$ cat src/rtl/i2s_pkg.sv
// Shared I2S definitions: clock-generator FSM states, default slot width and
// the bit-counter width helper.
package i2s_pkg;

    typedef enum logic [1:0] {
        IDLE     = 2'd0,
        RUN      = 2'd1,
        STOPPING = 2'd2
    } i2s_clkgen_state_t;

    localparam int I2S_DEFAULT_SLOT_BITS = 32;

    function automatic int i2s_bitcnt_w(input int slot_bits);
        return $clog2(2 * slot_bits);
    endfunction

endpackage

$ cat src/rtl/i2s_clkgen_div.sv
// BCLK half-period divider: counts 0..limit_i while enabled, pulses tick_o on
// the terminal count and reloads to 0. Held at 0 while disabled.
module i2s_clkgen_div #(
    parameter int DIV_W = 8
) (
    input  logic             clk,
    input  logic             reset,
    input  logic             en_i,
    input  logic [DIV_W-1:0] limit_i,
    output logic             tick_o
);

    logic [DIV_W-1:0] cnt_q, cnt_d;

    assign tick_o = en_i && (cnt_q == limit_i);

    always_comb begin
        cnt_d = cnt_q;
        if (!en_i || tick_o) begin
            cnt_d = '0;
        end else begin
            cnt_d = cnt_q + DIV_W'(1);
        end
    end

    always_ff @(posedge clk or posedge reset) begin
        if (reset) begin
            cnt_q <= '0;
        end else begin
            cnt_q <= cnt_d;
        end
    end

endmodule

$ cat src/rtl/i2s_clkgen_master.sv
// I2S bus-master clock generator: BCLK/LRCLK plus edge and frame strobes,
// starting and stopping only on frame boundaries.
// Optional completed-frame counter enabled by I2S_CLKGEN_FRAME_CNT_EN.
module i2s_clkgen_master
    import i2s_pkg::*;
#(
    parameter int SLOT_BITS = I2S_DEFAULT_SLOT_BITS,
    parameter int DIV_W     = 8
) (
    input  logic             clk,
    input  logic             reset,
    input  logic             enable,
    input  logic [DIV_W-1:0] bclk_div,
    output logic             bclk,
    output logic             lrclk,
    output logic             bclk_rise,
    output logic             bclk_fall,
    output logic             frame_start,
    output logic             busy
`ifdef I2S_CLKGEN_FRAME_CNT_EN
    ,
    output logic [31:0]      frame_count
`endif
);

    localparam int             BCW      = i2s_bitcnt_w(SLOT_BITS);
    localparam logic [BCW-1:0] LAST_BIT = BCW'(2 * SLOT_BITS - 1);
    localparam logic [BCW-1:0] HALF_BIT = BCW'(SLOT_BITS);

    i2s_clkgen_state_t state_q, state_d;
    logic              bclk_q, bclk_d;
    logic              lrclk_q, lrclk_d;
    logic              rise_q, rise_d;
    logic              fall_q, fall_d;
    logic              fs_q, fs_d;
    logic [BCW-1:0]    bit_q, bit_d;
    logic [DIV_W-1:0]  div_q, div_d;
    logic              tick;
    logic              wrap;
    logic              div_en;
`ifdef I2S_CLKGEN_FRAME_CNT_EN
    logic [31:0]       fcnt_q, fcnt_d;
`endif

    assign div_en = (state_q != IDLE);

    i2s_clkgen_div #(
        .DIV_W (DIV_W)
    ) u_div (
        .clk     (clk),
        .reset   (reset),
        .en_i    (div_en),
        .limit_i (div_q),
        .tick_o  (tick)
    );

    // The falling edge that ends the last bit of the frame.
    assign wrap = tick && bclk_q && (bit_q == LAST_BIT);

    always_comb begin
        state_d = state_q;
        bclk_d  = bclk_q;
        lrclk_d = lrclk_q;
        rise_d  = 1'b0;
        fall_d  = 1'b0;
        fs_d    = 1'b0;
        bit_d   = bit_q;
        div_d   = div_q;
`ifdef I2S_CLKGEN_FRAME_CNT_EN
        fcnt_d  = fcnt_q;
`endif

        case (state_q)
            IDLE: begin
                if (enable) begin
                    state_d = RUN;
                    fs_d    = 1'b1;
                    bclk_d  = 1'b0;
                    lrclk_d = 1'b0;
                    bit_d   = '0;
                    div_d   = bclk_div;
                end
            end
            RUN: begin
                if (!enable) begin
                    state_d = STOPPING;
                end
            end
            STOPPING: begin
                if (enable) begin
                    state_d = RUN;
                end else if (wrap) begin
                    state_d = IDLE;
                end
            end
            default: state_d = IDLE;
        endcase

        if (div_en && tick) begin
            bclk_d = ~bclk_q;
            rise_d = ~bclk_q;
            // The final falling edge of a stop still strobes bclk_fall so the
            // serialisers see the end of the last bit.
            fall_d = bclk_q;
            if (bclk_q) begin
                bit_d   = wrap ? '0 : bit_q + BCW'(1);
                lrclk_d = (bit_d >= HALF_BIT);
            end
            if (wrap) begin
`ifdef I2S_CLKGEN_FRAME_CNT_EN
                fcnt_d = fcnt_q + 32'd1;
`endif
                if (state_d != IDLE) begin
                    fs_d  = 1'b1;
                    div_d = bclk_div;
                end
            end
        end
    end

    always_ff @(posedge clk or posedge reset) begin
        if (reset) begin
            state_q <= IDLE;
            bclk_q  <= 1'b0;
            lrclk_q <= 1'b0;
            rise_q  <= 1'b0;
            fall_q  <= 1'b0;
            fs_q    <= 1'b0;
            bit_q   <= '0;
            div_q   <= '0;
        end else begin
            state_q <= state_d;
            bclk_q  <= bclk_d;
            lrclk_q <= lrclk_d;
            rise_q  <= rise_d;
            fall_q  <= fall_d;
            fs_q    <= fs_d;
            bit_q   <= bit_d;
            div_q   <= div_d;
        end
    end

`ifdef I2S_CLKGEN_FRAME_CNT_EN
    always_ff @(posedge clk or posedge reset) begin
        if (reset) begin
            fcnt_q <= '0;
        end else begin
            fcnt_q <= fcnt_d;
        end
    end

    assign frame_count = fcnt_q;
`endif

    assign bclk        = bclk_q;
    assign lrclk       = lrclk_q;
    assign bclk_rise   = rise_q;
    assign bclk_fall   = fall_q;
    assign frame_start = fs_q;
    assign busy        = (state_q != IDLE);

endmodule
$ cat config.mk
export PLATFORM = sky130hd
export DESIGN_NAME = i2s_clkgen_master
export DESIGN_NICKNAME = d
export VERILOG_FILES = /design/src/rtl/i2s_pkg.sv /design/src/rtl/i2s_clkgen_div.sv /design/src/rtl/i2s_clkgen_master.sv
export SDC_FILE = /design/constraint.sdc
export NUM_CORES = 1
export LEC_CHECK = 0
export ABC_AREA = 1
export BUFFER_PORTS_ARGS = -buffer_cell sky130_fd_sc_hd__buf_2
export CAP_MARGIN = 30
export CORE_ASPECT_RATIO = 1.25
export CORE_UTILIZATION = 40
export CTS_CLUSTER_SIZE = 25
export DETAILED_ROUTE_END_ITERATION = 8
export PLACE_DENSITY = 0.57
export REMOVE_ABC_BUFFERS = 1
export SLEW_MARGIN = 15
export SYNTH_ARGS = -nofsm -noshare
export SYNTH_HDL_FRONTEND = slang
export SYNTH_SLANG_ARGS = --single-unit
export TNS_END_PERCENT = 1
$ cat constraint.sdc
create_clock -name clk -period 2.5 [get_ports clk]
set_input_delay 0.125 -clock clk [delete_from_list [all_inputs] [get_ports clk]]
set_output_delay 0.125 -clock clk [all_outputs]
set_load 0.1 [all_outputs]
Word-level counts from Yosys, hierarchy flattened
Cells that the tools add are included.
Storage, ports and cells
  bits in registers: 29
  latch bits: 0
  RAM bits: 0
  memory bits (read-only): 0
  input bits: 11
  output and inout port bits: 6
  logic and storage cells: 59
  memories kept: 0
Cells by class
  add/sub/neg operators: 2
  $mul: 0
  div/mod/pow operators: 0
  magnitude comparators: 1
  equality and inequality tests: 4
  shift-type cells: 0
  multiplexer cells: 30
  bitwise gates (word level): 1
  reduce and logical (&&, ||, !) cells: 12
Operators by type and width (count)
  2-to-1 mux 8 bit: 6
  2-to-1 mux 6 bit: 5
  2-to-1 mux 1 bit: 14
  adder 8 x 1 -> 8 bit, second input constant: 1
  == test 8 bit: 1
  2-to-1 mux 2 bit: 4
  nonzero test 2 bit: 4
  adder 6 x 1 -> 6 bit, second input constant: 1
  == test 6 bit, second input constant: 1
  >= comparator 6 bit, second input constant: 1
  case mux 2 bit (3 select lines): 1
  logical AND 1 bit: 4
  == test 2 x 1 -> 1 bit, second input constant: 1
  == test 2 bit, second input constant: 1
  zero test 2 bit: 1
  AND reduction 2 bit: 1
  zero test 1 bit: 1
  logical OR 1 bit: 1
  NOT 1 bit: 1

Depth between registers and ports, before layout
Gate-level depths: netlist of run 1.
  depth after elaboration: 11
  gate-level depth with buffers: 14
  depth with buffers taken out: 14

Hierarchy
Synthesis of run 1 repeated with hierarchy kept, for this count alone.
Second synthesis, totals
  cell total of the unflattened synthesis: 178
  area total of the unflattened synthesis: 1455.1 um2
By module, submodules not included
  i2s_clkgen_master: times used 1, cells an instance 105, area each 935.9 um2, seq. area each 525.5 um2
  i2s_clkgen_div: times used 1, cells an instance 73, area each 519.2 um2, seq. area each 200.2 um2

Worst setup path after synthesis of run 1
No wires, ideal clock.
  kind: flip-flop to flip-flop
  start: register state_q[0]
  end: register div_q[2]
  library setup time: 0.117 ns
  data arrival time: 1.915 ns
  required time: 2.383 ns
  slack: 0.468 ns
  cell stages (with the launch flop): 12
  path buffers: 0
  clock period less this slack: 2.032 ns
  cells stage by stage: dfrtp_1 -> nor2_1 -> inv_1 -> nand3_4 -> nor2_8 -> nand3_2 -> nand2_2 -> nand2_2 -> nand2_4 -> nand2_8 -> nand2_1 -> nand2_1
On the way
  longest elaborated chain between the ends: 11
  elaborated cells between the ends (all ways): 18
  those cells by class: 2 x eq/ne; 9 x mux; 7 x reduce/logical
RTL lines
  start: declaration: line i2s_clkgen_master.sv:30  | i2s_clkgen_state_t state_q, state_d;
  start signal: assignment: line i2s_clkgen_master.sv:132  | state_q <= state_d;
  nonzero test 2 bit *
  named net busy: line i2s_clkgen_master.sv:19  | output logic busy
  logical AND 1 bit: line i2s_clkgen_div.sv:15  | assign tick_o = en_i && (cnt_q == limit_i);
  logical AND 1 bit (2 in a row): line i2s_clkgen_master.sv:58  | assign wrap = tick && bclk_q && (bit_q == LAST_BIT);
  2-to-1 mux 2 bit: line i2s_clkgen_master.sv:92  | end else if (wrap) begin
  2-to-1 mux 2 bit: line i2s_clkgen_master.sv:90  | if (enable) begin
  case mux 2 bit (3 select lines): line i2s_clkgen_master.sv:73  | case (state_q)
  nonzero test 2 bit: line i2s_clkgen_master.sv:113  | if (state_d != IDLE) begin
  2-to-1 mux 8 bit: line i2s_clkgen_master.sv:113
  2-to-1 mux 8 bit: line i2s_clkgen_master.sv:109  | if (wrap) begin
  2-to-1 mux 8 bit *: line i2s_clkgen_master.sv:99  | if (div_en && tick) begin
  named net div_d[2]: line i2s_clkgen_master.sv:37  | logic [DIV_W-1:0] div_q, div_d;
  end signal: assignment: line i2s_clkgen_master.sv:139  | div_q <= div_d;
  end: declaration: line i2s_clkgen_master.sv:37
Mark *: on every way through the listed nets, which the timed path passes. The rest lies on a longest branch.
A chain may end at the register's enable or synchronous reset.

Worst setup path in the final report of run 1
  start: register u_div.cnt_q[1]
  end: register div_q[6]
On the way
  longest elaborated chain between the ends: 11
  elaborated cells between the ends (all ways): 12
  those cells by class: 1 x eq/ne; 6 x mux; 5 x reduce/logical
RTL lines
  start: declaration: line i2s_clkgen_div.sv:13  | logic [DIV_W-1:0] cnt_q, cnt_d;
  start signal: assignment: line i2s_clkgen_div.sv:30  | cnt_q <= cnt_d;
  == test 8 bit *: line i2s_clkgen_div.sv:15
  logical AND 1 bit *: line i2s_clkgen_div.sv:15
  logical AND 1 bit (2 in a row): line i2s_clkgen_master.sv:58
  2-to-1 mux 2 bit: line i2s_clkgen_master.sv:92
  2-to-1 mux 2 bit: line i2s_clkgen_master.sv:90
  case mux 2 bit (3 select lines): line i2s_clkgen_master.sv:73
  nonzero test 2 bit: line i2s_clkgen_master.sv:113
  2-to-1 mux 8 bit: line i2s_clkgen_master.sv:113
  2-to-1 mux 8 bit: line i2s_clkgen_master.sv:109
  2-to-1 mux 8 bit *: line i2s_clkgen_master.sv:99
  named net div_d[6]: line i2s_clkgen_master.sv:37
Marks and branches as above.

==> results of run 1 <==
[worst min-delay path by stage]
stage                start        end  slack, ns  cells past startpoint
3_3_place_gp         reset   bit_q[1]       0.21                      3
2_1_floorplan        reset       bclk       0.20                      1
5_1_grt        bclk_div[0]   div_q[0]       0.04                      3
3_5_place_dp         reset  bclk_fall       0.23                      3
6_report       bclk_div[2]   div_q[2]       0.04                      3
4_1_cts        bclk_div[2]   div_q[2]       0.03                      3
[what timing repair did]
action                    in CTS  in global routing
gates resized for setup        0                  0
hold buffers                   1                  0
hold endpoints to repair      29                  0
buffers inserted               0                  0
[flip-flops by register name (all words and copies together), names as in the netlist]
| signal | count |
|---|---|
| div_q | 8 |
| u_div.cnt_q | 8 |
| bit_q | 6 |
| state_q | 2 |
| bclk | 1 |
| bclk_fall | 1 |
| bclk_rise | 1 |
| frame_start | 1 |
| lrclk | 1 |
[synthesized netlist by cell type, types with 3 or more instances]
cell type	count
inv_1	20
nand2_2	6
o21ai_0	6
nand3_1	16
nor3b_1	3
nor2_1	12
a21oi_1	4
dfrtp_1	29
xnor2_1	4
inv_2	3
nand2_1	48
nor3_1	3
[worst min-delay path, cell delays in order]
cell and delay [ns]:
buf_2 0.08, nand2_1 0.04, nand2_1 0.04
[cell type report]
type / instances / area (sq um)
well taps: 39 / 48.8
flip-flops and latches: 29 / 726
clock inverters: 1 / 5.00
multi-input cells: 118 / 634
fillers: 341 / 1820
inverters: 23 / 86.3
clock buffers: 5 / 68.8
repair buffers: 18 / 97.6
[power breakdown]
| group | total, uW | switching (uW) | leakage (uW) | internal, uW |
|---|---|---|---|---|
| clock network | 348 | 166 | 0.0000399 | 182 |
| logic | 245 | 167 | 0.000450 | 78.5 |
| registers | 565 | 46.6 | 0.000385 | 518 |
[kinds of logic (layout without fill, tap and decap cells)]
group | count (synthesis) | in the layout | share of synthesized area, %
xor gates and xnor gates | 5 | 5 | 3.02
and+or+nand+nor | 100 | 100 | 35.0
DFF | 29 | 29 | 50.0
buffers and inverters | 24 | 47 | 6.21
adders and majority gates | 2 | 2 | 1.73
AOI/OAI and AO/OA | 11 | 11 | 3.97
[metal layers]
layer,vias up,global-route usage (%),part of all wire [%]
li1,583,-,-
met1,532,22.3,48
met2,11,26.0,48
met3,6,5.04,2.4
met4,0,8.40,2.3
met5,-,0,0
[metrics by stage]
step | instance area (sq um) | utilization, %
2_1_floorplan | 1450 | -
3_3_place_gp | 1580 | 45.4
3_5_place_dp | 1580 | 45.4
4_1_cts | 1670 | 47.8
5_1_grt | 1670 | 47.8
6_report | 1670 | 47.8
==> impl_metrics.tcl, run 1 <==
set metrics [dict create \
    status "finished clean" \
    layout_common_cells "nand2_1 (48), dfrtp_1 (29), inv_1 (20)" \
    fmax_mhz 565 \
    rr_endpoint "div_q[6]" \
    viasPerCell 4.86 \
    timing.rr.start "u_div.cnt_q[1]" \
    crit_path_start_kind "flip-flop" \
    overflow 0 \
    regToRegSetupSlack_ns 0.73 \
    critPathKind "reg2reg" \
    final_cells 233 \
    first_global_vias 1140 \
    cpPeakStageDelay_ns 0.41 \
    hp-class "in2reg" \
    grt_max_degree 30 \
    nets 208 \
    critical_path_buf_inv_count 1 \
    finalSetupViolations 0 \
    reg2regPathDepth 14 \
    final.setup.tns_ns 0 \
    synth_area_leader_cell "dfrtp_1" \
    skew_ns 0.00732 \
    cts_inserted_buffers 5 \
    core_area_sq_um 3480 \
    drcViolationCount 0 \
    routabilityCongestion 0.857 \
    dp_cells 226 \
    synth.distinct_cells 26 \
    wl_per_cell_um 11.8 \
    antenna_cells 0 \
    synth-seq-area-share_pct 50.0 \
    routed_wl_mm 2.74 \
    mostFrequentLayoutCell "nand2_1" \
    min_period_ns 1.77 \
    grt_use_total_pct 17.1 \
    critPathRequiredTime_ns 2.66 \
    cp.arrival_ns 1.93 \
    cts_tree "yes" \
    clockBufferDepth 2 \
    htree_levels 2 \
    leakage_uw 0.000875 \
    cp_cell_sequence "inv_1, nand2_1, nand2_1, nand2_1, nor2_2, nand3_4, nor2_8, nand3_2, nand2_2, nand2_2, nand2_4, nand2_8, nand2_1, nand2_1" \
    cp_max_fo 9 \
    fin_ws_ns 0.730 \
    drt_iter0_drc 33 \
    clkTransAtPathRegs_ns 0.06 \
    critical-path-top-delay-family "simple AND/OR/NAND/NOR gates" \
    cp_common_cell "nand2_1" \
    critPathLaunch "u_div.cnt_q[1]" \
    synth_ff_type "dfrtp_1" \
    critPathCaptureType "flip-flop" \
    pre_cts_slack_ns 0.721 \
    yosys.area.top_type_share_pct 50.0 \
    ys_warn_count 0 \
    slowest_stage "dfrtp_1" \
    slew_violations 0 \
    fp.dieW_um 55.9 \
    cts_sinks 29 \
    mappedNetlistArea_sq_um 1450 \
    vias 1132 \
    antenna_found_initial 0 \
    worst-path-stages 14 \
    power_uw 1160 \
    synth-seq-cells 29 \
    maxCapViolations 0 \
    dieArea_sq_um 3870 \
    drt_pass1_iterations 3 \
    die_y_um 69.3 \
    peakVddDrop_v 0.000423 \
    worstSetupEndpoint "div_q[6]" \
    async_flop_share_pct 100 \
    synth-edff-count 0 \
    place.port_buffers 16 \
    postSynthCellCount 171 \
    synth_area_leaders "dfrtp_1 (50%), nand2_1 (12%), nand3_1 (5.5%)" \
    fin_crit_sh_pct 70.8 \
    initial_core_util_pct 41.6 \
    synth.avg_cell_area_sq_um 8.48 \
    grt_first_pass_wirelength_mm 5.12 \
    row_count 24 \
    tightest_slew_ns 0.488 \
    finalHoldViolCount 0 \
    powerDensity_nw_per_um2 695 \
    syn_to_final_growth_pct 14.9 \
    rsz0062_at_grt "false" \
    cts-root-buf "clkbuf_8" \
    clk_latency_ns 0.28 \
    ant_nets 0 \
    relSlewSlack_pct 67.2 \
    dp_hpwl_mm 2.05 \
    whs_ns 0.0423 \
    drive_above_1_share_pct 20.6 \
    pin_count 17 \
]
No activity file was read; power rests on OpenSTA's default activity.
==> run 2: changes to the inputs <==
==> constraint.sdc (replaced) <==
create_clock -name clk -period 1.8 [get_ports clk]
set_input_delay 0.09 -clock clk [delete_from_list [all_inputs] [get_ports clk]]
set_output_delay 0.09 -clock clk [all_outputs]
set_load 0.1 [all_outputs]
==> impl_metrics.tcl, run 2 (synthesis results as in run 1) <==
set metrics [dict create \
    powerDensity_nw_per_um2 969 \
    min_to "div_q[0]" \
    power_uw 1700 \
    grt_use_total_pct 17.7 \
    hp-class "in2reg" \
    viasPerCell 4.92 \
    critPathLaunch "u_div.cnt_q[6]" \
    htree_levels 2 \
    clkTransAtPathRegs_ns 0.06 \
    slowest_stage "dfrtp_1" \
    wl_per_cell_um 12.2 \
    power.switching_uw 553 \
    critPathRequiredTime_ns 1.97 \
    cp_max_fo 9 \
    nets 214 \
    fmax_mhz 582 \
    ff_latch_area_sq_um 726 \
    post_dp_cell_area_sq_um 1610 \
    die_y_um 69.3 \
    slew_violations 0 \
    relSlewSlack_pct 67.5 \
    top_regs "div_q (8), u_div.cnt_q (8), bit_q (6)" \
    place.port_buffers 16 \
    pin_count 17 \
    leakage_uw 0.000903 \
    drive_above_1_share_pct 22.4 \
    finalSetupViolations 0 \
    peakVddDrop_v 0.000523 \
    fp.dieW_um 55.9 \
    dp_cells 229 \
    min_period_ns 1.72 \
    ant_nets 0 \
    clk_latency_ns 0.28 \
    final_area_sq_um 1750 \
    routed_wl_mm 2.92 \
    core_area_sq_um 3480 \
    dp_hpwl_mm 2.08 \
    critPathKind "reg2reg" \
    cts_tree "yes" \
    whs_ns 0.00126 \
    final_cells 240 \
    maxCapViolations 0 \
    initial_core_util_pct 41.6 \
    cts-root-buf "clkbuf_8" \
    nFillCells 341 \
    cts_inserted_buffers 5 \
    dieArea_sq_um 3870 \
    overflow 0 \
    timing.rr.start "u_div.cnt_q[6]" \
    cp_cell_sequence "xnor2_1, nand2_1, nor2_4, nand3_4, nor2_8, nand3_2, nand2_2, nand2_4, nand2_8, nand2_8, nand2_1, nand2_1" \
    cp_common_cell "nand2_1" \
    clkPwrFrac_pct 31.6 \
    fin_ws_ns 0.0829 \
    reg2regPathDepth 12 \
    grt_first_pass_wirelength_mm 5.29 \
    cpPeakStageDelay_ns 0.43 \
    finalHoldViolCount 0 \
    antenna_cells 0 \
    vias 1181 \
    power.internal_uw 1150 \
    clockBufferDepth 2 \
    regToRegSetupSlack_ns 0.08 \
    drcViolationCount 0 \
    grt_max_degree 30 \
    seqPwrFrac_pct 46.1 \
    rsz0062_at_grt "true" \
    drt_iter0_drc 54 \
    mostFrequentLayoutCell "nand2_1" \
    antenna_found_initial 0 \
    cp.arrival_ns 1.89 \
    crit_path_start_kind "flip-flop" \
    multi_input_area_sq_um 667 \
    cts_sinks 29 \
    hold_path_depth 3 \
    critPathCaptureType "flip-flop" \
    pwr-share-comb_pct 22.3 \
    status "finished clean" \
    skew_ns 0.00333 \
    rr_endpoint "div_q[2]" \
    p_sw_share_pct 32.6 \
    fin_crit_sh_pct 95.4 \
    pre_cts_slack_ns 0.0691 \
    post-cts-setup-buffer-count 0 \
    row_count 24 \
    syn_to_final_growth_pct 21.0 \
    layout_common_cells "nand2_1 (47), dfrtp_1 (29), inv_1 (20)" \
    min-delay-start "bclk_div[0]" \
    routabilityCongestion 0.775 \
    drt_pass1_iterations 4 \
    tightest_slew_ns 0.484 \
    first_global_vias 1163 \
]
-- run 2: cell types whose count changed in the layout (fill, tap and decap cells not counted), moves of 2 or more --
cell	change
buf_4	+3
nor2_2	-2
nor2_4	+2
dlygate4sd3_1	+2
-- run 2: timing repair --
action,4_1_cts,5_1_grt
endpoints found under the hold margin,31,0
hold buffers,3,0
endpoints found under the setup margin,0,10
resized for setup,0,5
-- run 2: worst max-delay path by stage --
stage	endpoint	slack, ns	cells after the start
detailed placement	div_q[2]	0.07	12
CTS	div_q[4]	0.05	12
finish	div_q[2]	0.08	12
global route	div_q[4]	-0.08	12
floorplan	div_q[2]	-0.24	11
global placement	div_q[4]	0.10	12
-- run 2: area by class of cell --
cell class                 instances  area share (%)
tap                               39            2.78
clock buffer                       7            4.92
inverter                          23            4.92
sequential                        29            41.4
timing repair buffer              23            7.99
multi-input combinational        119            38.0
-- run 2: metrics by stage --
stage | util [%] | TNS [ns]
CTS | 49.4 | 0
floorplan | - | -2.18
finish | 50.4 | 0
global placement | 46.1 | 0
global route | 50.4 | -0.490
detailed placement | 46.1 | 0
-- run 2: critical path: cells and delay by family (launching register included) --
family,cells,cell delay (ns)
simple gates,11,1.01
flops,1,0.43
xor+xnor,1,0.16
-- run 2: per-layer routing --
| metal | track usage [%] | vias up | share of wire (%) |
|---|---|---|---|
| met5 | 0 | - | 0 |
| li1 | - | 601 | - |
| met3 | 5.04 | 6 | 2.5 |
| met1 | 22.6 | 561 | 46 |
| met2 | 27.8 | 13 | 50 |
| met4 | 8.13 | 0 | 2.2 |
-- run 2: power groups by stage --
| stage | Combinational [uW] | Sequential [uW] | Clock, uW |
|---|---|---|---|
| after CTS | 363 | 782 | 556 |
| final | 379 | 783 | 538 |
| after global placement | 348 | 792 | 0 |
| after detailed placement | 353 | 794 | 0 |
| after floorplan | 228 | 828 | 0 |
| after global routing | 430 | 792 | 584 |
==> run 3: changes to the inputs <==
--- a/config.mk
+++ b/config.mk
@@ -8,11 +8,13 @@
 export ABC_AREA = 1
 export BUFFER_PORTS_ARGS = -buffer_cell sky130_fd_sc_hd__buf_2
 export CAP_MARGIN = 30
+export CELL_PAD_IN_SITES_DETAIL_PLACEMENT = 0
+export CELL_PAD_IN_SITES_GLOBAL_PLACEMENT = 1
 export CORE_ASPECT_RATIO = 1.25
-export CORE_UTILIZATION = 40
+export CORE_UTILIZATION = 38
 export CTS_CLUSTER_SIZE = 25
 export DETAILED_ROUTE_END_ITERATION = 8
-export PLACE_DENSITY = 0.57
+export PLACE_DENSITY = 0.72
 export REMOVE_ABC_BUFFERS = 1
 export SLEW_MARGIN = 15
 export SYNTH_ARGS = -nofsm -noshare
==> constraint.sdc (replaced) <==
create_clock -name clk -period 1.38 [get_ports clk]
set_input_delay 0.069 -clock clk [delete_from_list [all_inputs] [get_ports clk]]
set_output_delay 0.069 -clock clk [all_outputs]
set_load 0.1 [all_outputs]
==> impl_metrics.tcl, run 3 (synthesis results as in run 1) <==
set metrics [dict create \
    status "finished, violations left" \
    violations "negative setup slack" \
    wl_per_cell_um 12.7 \
    critical_path_buf_inv_count 0 \
    critical-path-top-delay-family "simple AND/OR/NAND/NOR gates" \
    antenna_cells 0 \
    clk_latency_ns 0.28 \
    critPathLaunch "u_div.cnt_q[2]" \
    slowest_stage "dfrtp_1" \
    grt_max_degree 30 \
    first_global_vias 1371 \
    cp_cell_sequence "xnor2_1, nand2_1, nor2_4, nand3_4, nor2_8, nand3_2, nand2_2, nand2_4, nand2_8, nand2_4, nand2_2, nand2_1" \
    die_y_um 71.1 \
    min-delay-start "bclk_div[5]" \
    clkTransAtPathRegs_ns 0.06 \
    vias 1326 \
    maxCapViolations 0 \
    critPathKind "reg2reg" \
    cp.arrival_ns 1.98 \
    crit_path_start_kind "flip-flop" \
    grt_use_total_pct 19.1 \
    critPathCaptureType "flip-flop" \
    hp-class "in2reg" \
    post-route-util_pct 57.5 \
    routed_wl_mm 3.45 \
    core_area_sq_um 3570 \
    clkPwrFrac_pct 28.5 \
    finalHoldViolCount 0 \
    cts_inserted_buffers 5 \
    skew_ns 0.00227 \
    rsz0062_at_grt "true" \
    grt_first_pass_wirelength_mm 5.91 \
    htree_levels 2 \
    timing.rr.start "u_div.cnt_q[2]" \
    finalSetupViolations 18 \
    wl_met2_mm 1.92 \
    overflow 0 \
    cp_max_fo 6 \
    clockBufferDepth 2 \
    routabilityCongestion 0.779 \
    seqPwrFrac_pct 43.6 \
    leakage_uw 0.00108 \
    relSlewSlack_pct 67.6 \
    layout_common_cells "nand2_1 (39), buf_4 (32), dfrtp_1 (29)" \
    nFillCells 326 \
    cts_tree "yes" \
    drt_pass1_iterations 4 \
    fp.dieW_um 57.3 \
    cpPeakStageDelay_ns 0.40 \
    place.port_buffers 16 \
    fin_crit_sh_pct 132 \
    syn_to_final_growth_pct 41.6 \
    nets 245 \
    pwr-share-comb_pct 27.9 \
    power.switching_uw 761 \
    peakVddDrop_v 0.000656 \
    drcViolationCount 0 \
    top_layer_used "met4" \
    wl_met1_mm 1.38 \
    ant_nets 0 \
    tightest_slew_ns 0.489 \
    antenna_found_initial 0 \
    multi_input_area_sq_um 727 \
    fmax_mhz 551 \
    powerDensity_nw_per_um2 1130 \
    slew_violations 0 \
    critPathRequiredTime_ns 1.55 \
    dp_hpwl_mm 2.43 \
    power.internal_uw 1560 \
    fin_ws_ns -0.435 \
    drive_above_1_share_pct 36.9 \
    whs_ns 0.00844 \
    dieArea_sq_um 4070 \
    cts-root-buf "clkbuf_8" \
    p_sw_share_pct 32.8 \
    viasPerCell 4.88 \
    top_regs "div_q (8), u_div.cnt_q (8), bit_q (6)" \
    power_uw 2320 \
    row_count 24 \
    ff_latch_area_sq_um 726 \
    min_period_ns 1.81 \
    cts_sinks 29 \
    pin_count 17 \
    mostFrequentLayoutCell "nand2_1" \
    pre_cts_slack_ns -0.402 \
    dr_wl_met3_um 75 \
    drt_iter0_drc 60 \
    final.setup.tns_ns -5.13 \
    initial_core_util_pct 40.6 \
]
## run 3: cell types whose count changed in the layout (fill, tap and decap cells not counted), moves of 2 or more
cell	previous run	this run
dlygate4sd3_1	3	5
clkbuf_1	1	3
nand2_4	1	4
buf_4	4	32
nand2_1	47	39
nand2_2	7	13
## run 3: per-layer routing
metal	GRT usage (%)	vias to the layer above
met5	0	-
met4	6.50	0
met3	4.39	8
met2	35.3	17
met1	21.1	638
li1	-	663
## run 3: path summary, 6_finish.rpt
kind	to	slack (ns)	cells after the start
min reg2reg	bclk_rise	0.48	1
max in group asynchronous	bclk_fall	0.70	4
min	div_q[5]	0.008	3
min in group asynchronous	div_q[2]	0.40	4
max reg2reg	div_q[6]	-0.43	12
max	div_q[6]	-0.43	12
## run 3: power groups by stage
stage	logic (uW)	registers, uW	clock network [uW]
final	646	1010	661
after global routing	708	1020	706
after CTS	613	1010	687
after detailed placement	571	1030	0
after global placement	569	1020	0
after floorplan	297	1080	0
## run 3: per-stage QoR
| step | instance area [sq um] | instances |
|---|---|---|
| final | 2050 | 272 |
| after global routing | 2050 | 272 |
| after CTS | 1970 | 269 |
| after detailed placement | 1820 | 255 |
| after global placement | 1820 | 255 |
| after floorplan | 1450 | 170 |
## run 3: area by class of cell
class | instances | share of cell area (%)
Clock buffer | 8 | 3.90
Inverter | 23 | 4.20
Multi-Input combinational cell | 120 | 35.4
Sequential cell | 29 | 35.3
Tap cell | 39 | 2.38
Timing Repair Buffer | 53 | 18.8
## run 3: worst reg2reg max path: stages (launching register included)
cell	delay (ns)
dfrtp_1	0.40
xnor2_1	0.17
nand2_1	0.13
nor2_4	0.16
nand3_4	0.11
nor2_8	0.14
nand3_2	0.08
nand2_2	0.11
nand2_4	0.08
nand2_8	0.11
nand2_4	0.08
nand2_2	0.08
nand2_1	0.05
## run 3: repair_timing
| action | in CTS | in global routing |
|---|---|---|
| cloned | 0 | 2 |
| endpoints found under the hold margin | 33 | 0 |
| endpoints found under the setup margin | 22 | 26 |
| resized for setup | 5 | 16 |
| setup buffers | 1 | 1 |
| hold buffers | 5 | 0 |
| pin swaps | 0 | 7 |
